<file path="src/rtl/ucca_violation_ctrl_if.sv">
// openMSP430 peripheral bus slice used by the UCCA violation controller.
// The master drives address/data/enables; the slave returns read data.
interface ucca_violation_ctrl_if;
   logic [13:0] per_addr;
   logic [15:0] per_din;
   logic        per_en;
   logic [1:0]  per_we;
   logic [15:0] per_dout;

   modport master (output per_addr, output per_din, output per_en, output per_we,
                   input  per_dout);
   modport slave  (input  per_addr, input  per_din, input  per_en, input  per_we,
                   output per_dout);
endinterface

</file>
<file path="src/rtl/ucca_violation_ctrl.sv">
// Turns UCCA monitor violations into a minimum-length PUC request and keeps a
// first-fault log (cause, PC, saturating count) readable over the peripheral bus.
module ucca_violation_ctrl #(
   parameter int unsigned HOLD_CYCLES = 16,
   parameter logic [14:0] BASE_ADDR   = 15'h0190
) (
   input  logic                  clk,
   input  logic                  reset_n,
   input  logic                  hw_reset,
   input  logic                  integrity_reset,
   input  logic                  return_reset,
   input  logic                  stack_reset,
   input  logic [15:0]           pc,
   ucca_violation_ctrl_if.slave  per,
   output logic                  puc_req,
   output logic                  viol_active
);

   localparam int unsigned HOLD_W  = 8;
   localparam int unsigned CNT_W   = 8;
   localparam int unsigned CAUSE_W = 4;
   localparam logic [13:0]       BASE_WADDR = BASE_ADDR[14:1];
   localparam logic [HOLD_W-1:0] HOLD_LOAD  = HOLD_W'(HOLD_CYCLES - 1);
   localparam logic [CNT_W-1:0]  CNT_MAX    = '1;

   typedef enum logic [1:0] {IDLE, HOLD, WAIT} state_t;

   state_t               state;
   logic [HOLD_W-1:0]    hold_cnt;
   logic                 status_valid;
   logic [CAUSE_W-1:0]   status_cause;
   logic [15:0]          vpc;
   logic [CNT_W-1:0]     count;

   logic                 viol_event;
   logic                 bus_wr;
   logic                 bus_rd;
   logic                 sel_status;
   logic                 sel_vpc;
   logic                 sel_count;
   logic                 status_w1c;
   logic                 count_clr;
   logic [CAUSE_W-1:0]   cause_new;
   logic                 unused_din;

   assign viol_event = hw_reset && (state == IDLE);
   assign bus_wr     = per.per_en && (per.per_we != 2'b00);
   assign bus_rd     = per.per_en && (per.per_we == 2'b00);
   assign sel_status = (per.per_addr == BASE_WADDR);
   assign sel_vpc    = (per.per_addr == BASE_WADDR + 14'd1);
   assign sel_count  = (per.per_addr == BASE_WADDR + 14'd2);
   assign status_w1c = bus_wr && sel_status && per.per_we[1] && per.per_din[15];
   assign count_clr  = bus_wr && sel_count;
   assign cause_new  = {hw_reset & ~(integrity_reset | return_reset | stack_reset),
                        stack_reset, return_reset, integrity_reset};
   assign unused_din = ^per.per_din[14:0];

   // Violation FSM; outputs are registered copies of (state != IDLE)
   always_ff @(posedge clk or negedge reset_n) begin
      if (!reset_n) begin
         state       <= IDLE;
         hold_cnt    <= '0;
         puc_req     <= 1'b0;
         viol_active <= 1'b0;
      end else begin
         case (state)
            IDLE: begin
               if (hw_reset) begin
                  state       <= HOLD;
                  hold_cnt    <= HOLD_LOAD;
                  puc_req     <= 1'b1;
                  viol_active <= 1'b1;
               end
            end
            HOLD: begin
               if (hold_cnt == '0) begin
                  if (hw_reset) begin
                     state <= WAIT;
                  end else begin
                     state       <= IDLE;
                     puc_req     <= 1'b0;
                     viol_active <= 1'b0;
                  end
               end else begin
                  hold_cnt <= hold_cnt - HOLD_W'(1);
               end
            end
            WAIT: begin
               if (!hw_reset) begin
                  state       <= IDLE;
                  puc_req     <= 1'b0;
                  viol_active <= 1'b0;
               end
            end
            default: begin
               state       <= IDLE;
               puc_req     <= 1'b0;
               viol_active <= 1'b0;
            end
         endcase
      end
   end

   // First-fault log; a capture on the same edge as a bus clear takes priority
   always_ff @(posedge clk or negedge reset_n) begin
      if (!reset_n) begin
         status_valid <= 1'b0;
         status_cause <= '0;
         vpc          <= '0;
         count        <= '0;
      end else if (viol_event) begin
         if (count != CNT_MAX) begin
            count <= count + CNT_W'(1);
         end
         if (!status_valid || status_w1c) begin
            status_valid <= 1'b1;
            status_cause <= cause_new;
            vpc          <= pc;
         end
      end else begin
         if (count_clr) begin
            count <= '0;
         end
         if (status_w1c) begin
            status_valid <= 1'b0;
            status_cause <= '0;
         end
      end
   end

   always_comb begin
      per.per_dout = 16'h0000;
      if (bus_rd) begin
         if (sel_status) begin
            per.per_dout = {status_valid, 11'h000, status_cause};
         end else if (sel_vpc) begin
            per.per_dout = vpc;
         end else if (sel_count) begin
            per.per_dout = {8'h00, count};
         end
      end
   end

endmodule

</file>
<file path="src/flat_wrapper.sv">
// flat-port wrapper written by rule: the top's interface ports become plain ports
module ucca_violation_ctrl_flat 
#(
   parameter int unsigned HOLD_CYCLES = 16,
   parameter logic [14:0] BASE_ADDR   = 15'h0190
)
  (clk, reset_n, hw_reset, integrity_reset, return_reset, stack_reset, pc, puc_req, viol_active, per_per_addr, per_per_din, per_per_en, per_per_we, per_per_dout);
  ucca_violation_ctrl_if per_i ();
  input  logic clk;
  input  logic reset_n;
  input  logic hw_reset;
  input  logic integrity_reset;
  input  logic return_reset;
  input  logic stack_reset;
  input  logic [15:0] pc;
  output logic puc_req;
  output logic viol_active;
  input wire logic [$bits(per_i.per_addr)-1:0] per_per_addr;
  input wire logic [$bits(per_i.per_din)-1:0] per_per_din;
  input wire logic [$bits(per_i.per_en)-1:0] per_per_en;
  input wire logic [$bits(per_i.per_we)-1:0] per_per_we;
  output wire logic [$bits(per_i.per_dout)-1:0] per_per_dout;
  assign per_i.per_addr = per_per_addr;
  assign per_i.per_din = per_per_din;
  assign per_i.per_en = per_per_en;
  assign per_i.per_we = per_per_we;
  assign per_per_dout = per_i.per_dout;
  ucca_violation_ctrl #(.HOLD_CYCLES(HOLD_CYCLES), .BASE_ADDR(BASE_ADDR)) u_core (.clk(clk), .reset_n(reset_n), .hw_reset(hw_reset), .integrity_reset(integrity_reset), .return_reset(return_reset), .stack_reset(stack_reset), .pc(pc), .per(per_i), .puc_req(puc_req), .viol_active(viol_active));
endmodule
</file>
<file path="config.mk">
export PLATFORM = sky130hd
export DESIGN_NAME = ucca_violation_ctrl_flat
export DESIGN_NICKNAME = d
export VERILOG_FILES = /design/src/rtl/ucca_violation_ctrl_if.sv /design/src/rtl/ucca_violation_ctrl.sv /design/src/flat_wrapper.sv
export SDC_FILE = /design/constraint.sdc
export NUM_CORES = 1
export LEC_CHECK = 0
export ABC_CLOCK_PERIOD_IN_PS = 2450
export CORE_MARGIN = 1
export CORE_UTILIZATION = 47
export CTS_CLUSTER_SIZE = 24
export DETAILED_ROUTE_END_ITERATION = 12
export PLACE_DENSITY = 0.9
export SETUP_SLACK_MARGIN = 0.2
export SLEW_MARGIN = 20
export SYNTH_ARGS = -nofsm -noshare
export SYNTH_HDL_FRONTEND = slang
export SYNTH_SLANG_ARGS = --single-unit
</file>
<file path="constraint.sdc">
create_clock -name clk -period 2.45 [get_ports clk]
set_input_delay 0.245 -clock clk [delete_from_list [all_inputs] [get_ports clk]]
set_output_delay 0.245 -clock clk [all_outputs]
set_load 0.05 [all_outputs]
</file>
== After elaboration in Yosys (flattened, before gate mapping) ==
Index checks and enable logic that the tools add are counted.

* Bits in registers: 41
* Output and inout port bits: 18
* Input port bits: 55
* Logic and storage cells: 76

* Muxes and demuxes: 28
* Add/subtract/negate cells: 2
* Equal/unequal tests: 12
* Reductions and logical operators: 22
* Bitwise gates (word level): 4

{| class="wikitable"
|+ Operator list
! operator !! number
|-
| 16-bit two-way mux || 3
|-
| 8-bit two-way mux || 6
|-
| 14-bit by 8-bit == test with 1-bit output, second input constant || 3
|-
| 8-bit one-hot mux with 2 select lines || 1
|-
| 4-bit two-way mux || 3
|-
| 2-bit inequality test, second input constant || 5
|-
| 8-bit by 1-bit adder with 8-bit output, second input constant || 1
|-
| 8-bit logical NOT || 1
|-
| 1-bit two-way mux || 8
|-
| 2-bit two-way mux || 4
|-
| 8-bit inequality test, second input constant || 1
|-
| 2-bit AND reduction || 4
|-
| 2-bit nonzero test || 4
|-
| 8-bit by 1-bit subtractor with 8-bit output, second input constant || 1
|-
| 1-bit logical AND || 7
|-
| 1-bit one-hot mux with 3 select lines || 2
|-
| 2-bit one-hot mux with 3 select lines || 1
|-
| 3-bit AND reduction || 2
|-
| 2-bit logical NOT || 2
|-
| 2-bit by 1-bit == test with 1-bit output, second input constant || 1
|-
| 2-bit == test, second input constant || 1
|-
| 2-bit by 1-bit inequality test with 1-bit output, second input constant || 1
|-
| 1-bit bitwise OR || 2
|-
| 1-bit bitwise AND || 1
|-
| other kinds (3) || 3
|}

== Longest topological paths before layout ==
* Depth in word-level cells: 8
* Gate-level depth with buffers: 7
* Gate-level depth less buffers: 6

== Worst setup path after synthesis ==
Ideal clock, no wire load.

* Kind: input-to-output
* Start point: input per_per_addr[8]
* End point: output per_per_dout[1]
* Arrival time: 2.073 ns
* Slack: 0.132 ns
* Required time: 2.205 ns
* Buffers on the path: 2
* Cell stages on the path: 6
* Cells stage by stage: nor4_4 and4_1 buf_2 clkbuf_2 nand2_1 a31oi_1

* Word-level cells in the longest chain between the ends: 5
* Elaborated cells on any way between the ends: 7
* Classes of those cells: 3 x eq/ne; 4 x mux

{| class="wikitable"
|+ RTL lines
! element !! line !! RTL
|-
| start, declared || flat_wrapper.sv:18 || <nowiki>input wire logic [$bits(per_i.per_addr)-1:0] per_per_addr;</nowiki>
|-
| 14-bit by 8-bit == test with 1-bit output || ucca_violation_ctrl.sv:51 || <nowiki>assign sel_count = (per.per_addr == BASE_WADDR + 14'd2);</nowiki>
|-
| 8-bit two-way mux || ucca_violation_ctrl.sv:138 || <nowiki>end else if (sel_count) begin</nowiki>
|-
| 16-bit two-way mux || ucca_violation_ctrl.sv:136 || <nowiki>end else if (sel_vpc) begin</nowiki>
|-
| 16-bit two-way mux (*) || ucca_violation_ctrl.sv:134 || <nowiki>if (sel_status) begin</nowiki>
|-
| 16-bit two-way mux (*) || ucca_violation_ctrl.sv:133 || <nowiki>if (bus_rd) begin</nowiki>
|-
| end, declared || flat_wrapper.sv:22 || <nowiki>output wire logic [$bits(per_i.per_dout)-1:0] per_per_dout;</nowiki>
|}

Mark *: on every way between the ends. The rest lies on a longest branch, timed or not.

== Worst setup path in the final report ==
* Start point: input per_per_addr[3]
* End point: output per_per_dout[1]

Same word-level chain as after synthesis.

==> results by group <==
Setup path
  – Crit Path Class: in -> out
  – Worst r2r path cells: 6
  – Slowest CP cell: clkdlybuf4s50_1
  – Worst path required time: 2200 ps
  – Worst-path cell chain: clkdlybuf4s50_1, nor4bb_2, and4_4, buf_12, nand2_1, a31oi_2, buf_12
  – Reg2reg setup slack: 360 ps
  – Critical Path AT: 1980 ps
  – CP bufs+invs: 3
  – Levels on crit path: 7
  – Crit-path max cell delay: 490 ps
  – Worst r2r dst: u_core.count[4]$_DFFE_PN0P_
  – Crit. End Element: primary output
  – R2r startpoint: u_core.state[0]$_DFFE_PN0P_
  – CP Launch Type: input pin
  – CP max FO: 15
  – Top Family by Delay on Critical Path: buffers and inverters
  – Cell repeated most along the worst path: buf_12

Route
  – DR WL/cell: 17.1 µm
  – DRC viols: 0
  – 1st-iter DRT viols: 159
  – Drt total wl: 6350 µm
  – Number of vias per cell: 5.91
  – Via count: 2,199
  – Final antenna-violating net count: 0
  – DR pass1 iterations: 5

Clocking
  – CTS Root Cell: clkbuf_8
  – Clock Sinks: 41
  – Num CTS Buffers: 5
  – TritonCTS clock tree: done
  – CTS Buffer Depth: 2
  – Clk_lat worst skew: around 300 ps
  – H-Tree Depth: 2
  – Number of hold buffers added after cts: 0
  – CTS clk-pin slew, worst paths: about 70 ps

Power
  – PD cells: ~800 nW/µm²
  – Lkg Pwr: ~1.5 nW
  – VDD IR max: 0.000458 V

Timing
  – Final slew viol count: 0
  – Hold Vio Cnt, Final: 0
  – Total negative slack: 0 ps
  – Fmax: around 450 MHz
  – RSZ-0062 raised after global routing: true
  – Final setup vio count: 0
  – Final period utilization: between 90% and 100%
  – Final Skew: 8.52 ps
  – Worst Tran Pin Value: approximately 900 ps
  – Tmin final: 2230 ps
  – Worst slew margin: 41.2%

Global routing
  – Number of global-route vias before repair: between 2,000 and 2,500
  – Largest net degree at the start of global routing: 42
  – Initial antenna violation count: 0
  – Remaining Overflow, GRT: 0
  – First-pass GRT wire length: 9400 µm
  – Total GRT Usage: 22.9%

Cells and area
  – Non-filler cells, final: ~370
  – Antenna Cells: 0
  – Fraction of layout cells with a size suffix above 1: 24.9%
  – Area growth syn-to-layout: 45.5%
  – Layout Nets: 366

Logic synthesis
  – Cells after Synth: 235
  – Post-synthesis async set-or-reset flop share: 100%
  – Flops & latches, synth: 41
  – Post-Syn Nets: 297
  – EDFF count, synth: 0
  – Avg Inst Size Synth: between 10 and 15 µm²
  – Ys flop type: dfrtp_1
  – Cell Area, Synth: 2440 µm²
  – Sequential share of the synthesized area: 42.1%
  – Yosys warning count: 0
  – Unique masters post-synth: 48

Die
  – Core Area: 4850 µm²
  – Chip width: around 74 µm
  – Boundary Pins: 73
  – Die Height: around 74 µm
  – Full die area: 5480 µm²
  – Starting density of the core: 50.2%
  – # rows: 25

Hold path
  – Hold Crit Class: in -> async

Placed design
  – Port Buffer Count: 57
  – Placed Instances: 357
  – Placer's final routability congestion estimate: 0.850
  – DP HPWL: 4490 µm

Run
  – Max-Cap Viols: 0

Run status
  – Status: complete, no violations
worst max-delay path by stage:
stage	start	to
6_report	per_per_addr[3]	per_per_dout[1]
5_1_grt	per_per_addr[4]	per_per_dout[1]
4_1_cts	per_per_addr[0]	per_per_dout[1]
3_5_place_dp	per_per_addr[0]	per_per_dout[1]
3_3_place_gp	per_per_addr[3]	per_per_dout[0]
2_1_floorplan	per_per_addr[8]	per_per_dout[0]
per-stage QoR:
step                      hold WS (ps)  setup slack [ps]  utilization, %  power [W]  instance area [µm²]
after floorplan                  -50.6               305               -    0.00180                 2450
after global placement             420               102            67.9    0.00206                 3290
after detailed placement           413              56.7            67.9    0.00212                 3290
after CTS                         93.9               201            71.1    0.00277                 3450
after global routing               159               136            73.1    0.00295                 3540
final                             63.9               224            73.1    0.00279                 3540
area by class of cell:
cell class	count	area, µm²
multi-input cells	173	1360
fillers	311	1310
flip-flops and latches	41	1030
repair buffers	72	901
well taps	67	83.8
clock buffers	5	68.8
clock inverters	3	65.1
inverters	11	41.3
per-layer routing:
layer | routed length, µm | global-route usage (%) | vias to the layer above | share of wire, %
li1 | - | - | 1017 | -
met1 | 2560 | 27.7 | 1068 | 40
met2 | 3290 | 39.1 | 98 | 52
met3 | 391 | 4.47 | 16 | 6.2
met4 | 111 | 10.9 | 0 | 1.7
met5 | 0 | 0 | - | 0
cells in the mapped netlist, drive strengths merged, types with 3 or more instances:
master,n,area [µm²]
a21oi,4,20.0
a22oi,6,45.0
a31oi,5,31.3
and3,7,43.8
and4,3,26.3
buf,6,42.5
clkbuf,4,16.3
dfrtp,41,1030
ha,7,87.6
inv,11,41.3
mux2,16,240
mux2i,6,60.1
nand2,24,90.1
nand2b,5,31.3
nand3,10,50.1
nand4,3,33.8
nor2,10,37.5
nor4,3,33.8
o211ai,7,52.6
o21ai,17,85.1
o31ai,4,43.8
or3,7,43.8
or4,4,33.8
timing repair:
item	in CTS	in global routing
setup buffers	1	5
resized for setup	8	9
pin swaps	4	1
setup endpoints to repair	9	29
endpoints found under the hold margin	0	0
cloned	0	1
flip-flops by register name, indices dropped and copies added (netlist names):
signal	cells
u_core.vpc	16
u_core.state	2
u_core.count	8
u_core.hold_cnt	8
u_core.status_valid	1
u_core.puc_req	1
u_core.status_cause	4
u_core.viol_active	1
where the power goes:
part           internal [W]  total, W  switching (W)
registers          0.000935   0.00115       0.000212
clock network      0.000405  0.000641       0.000236
logic              0.000503   0.00101       0.000504
cells in the final DEF (no fill, tap or decap), types with 5 or more instances in the layout:
cell type	n
clkbuf_8	5
o21ai_0	16
mux2i_1	6
a22oi_1	6
o211ai_1	7
or3_1	7
ha_1	6
nor2_1	9
inv_1	11
buf_4	11
mux2_4	16
nand3_1	10
nand2_1	24
and3_1	7
nand2b_1	5
dfrtp_1	41
buf_12	17
clkdlybuf4s50_1	34
cell families (layout without fill, tap and decap cells):
kind of cell	count (synthesis)	after routing	synth area share [%]
XOR/XNOR	1	1	0.360
flip-flops	41	41	42.1
adder cells (fa/ha/maj)	7	7	3.60
AO/OA/AOI/OAI	54	54	15.3
AND/OR/NAND/NOR	89	89	22.2
buffers and inverters	21	91	4.11
multiplexers	22	22	12.3
Power figures use the tool's default switching activity.
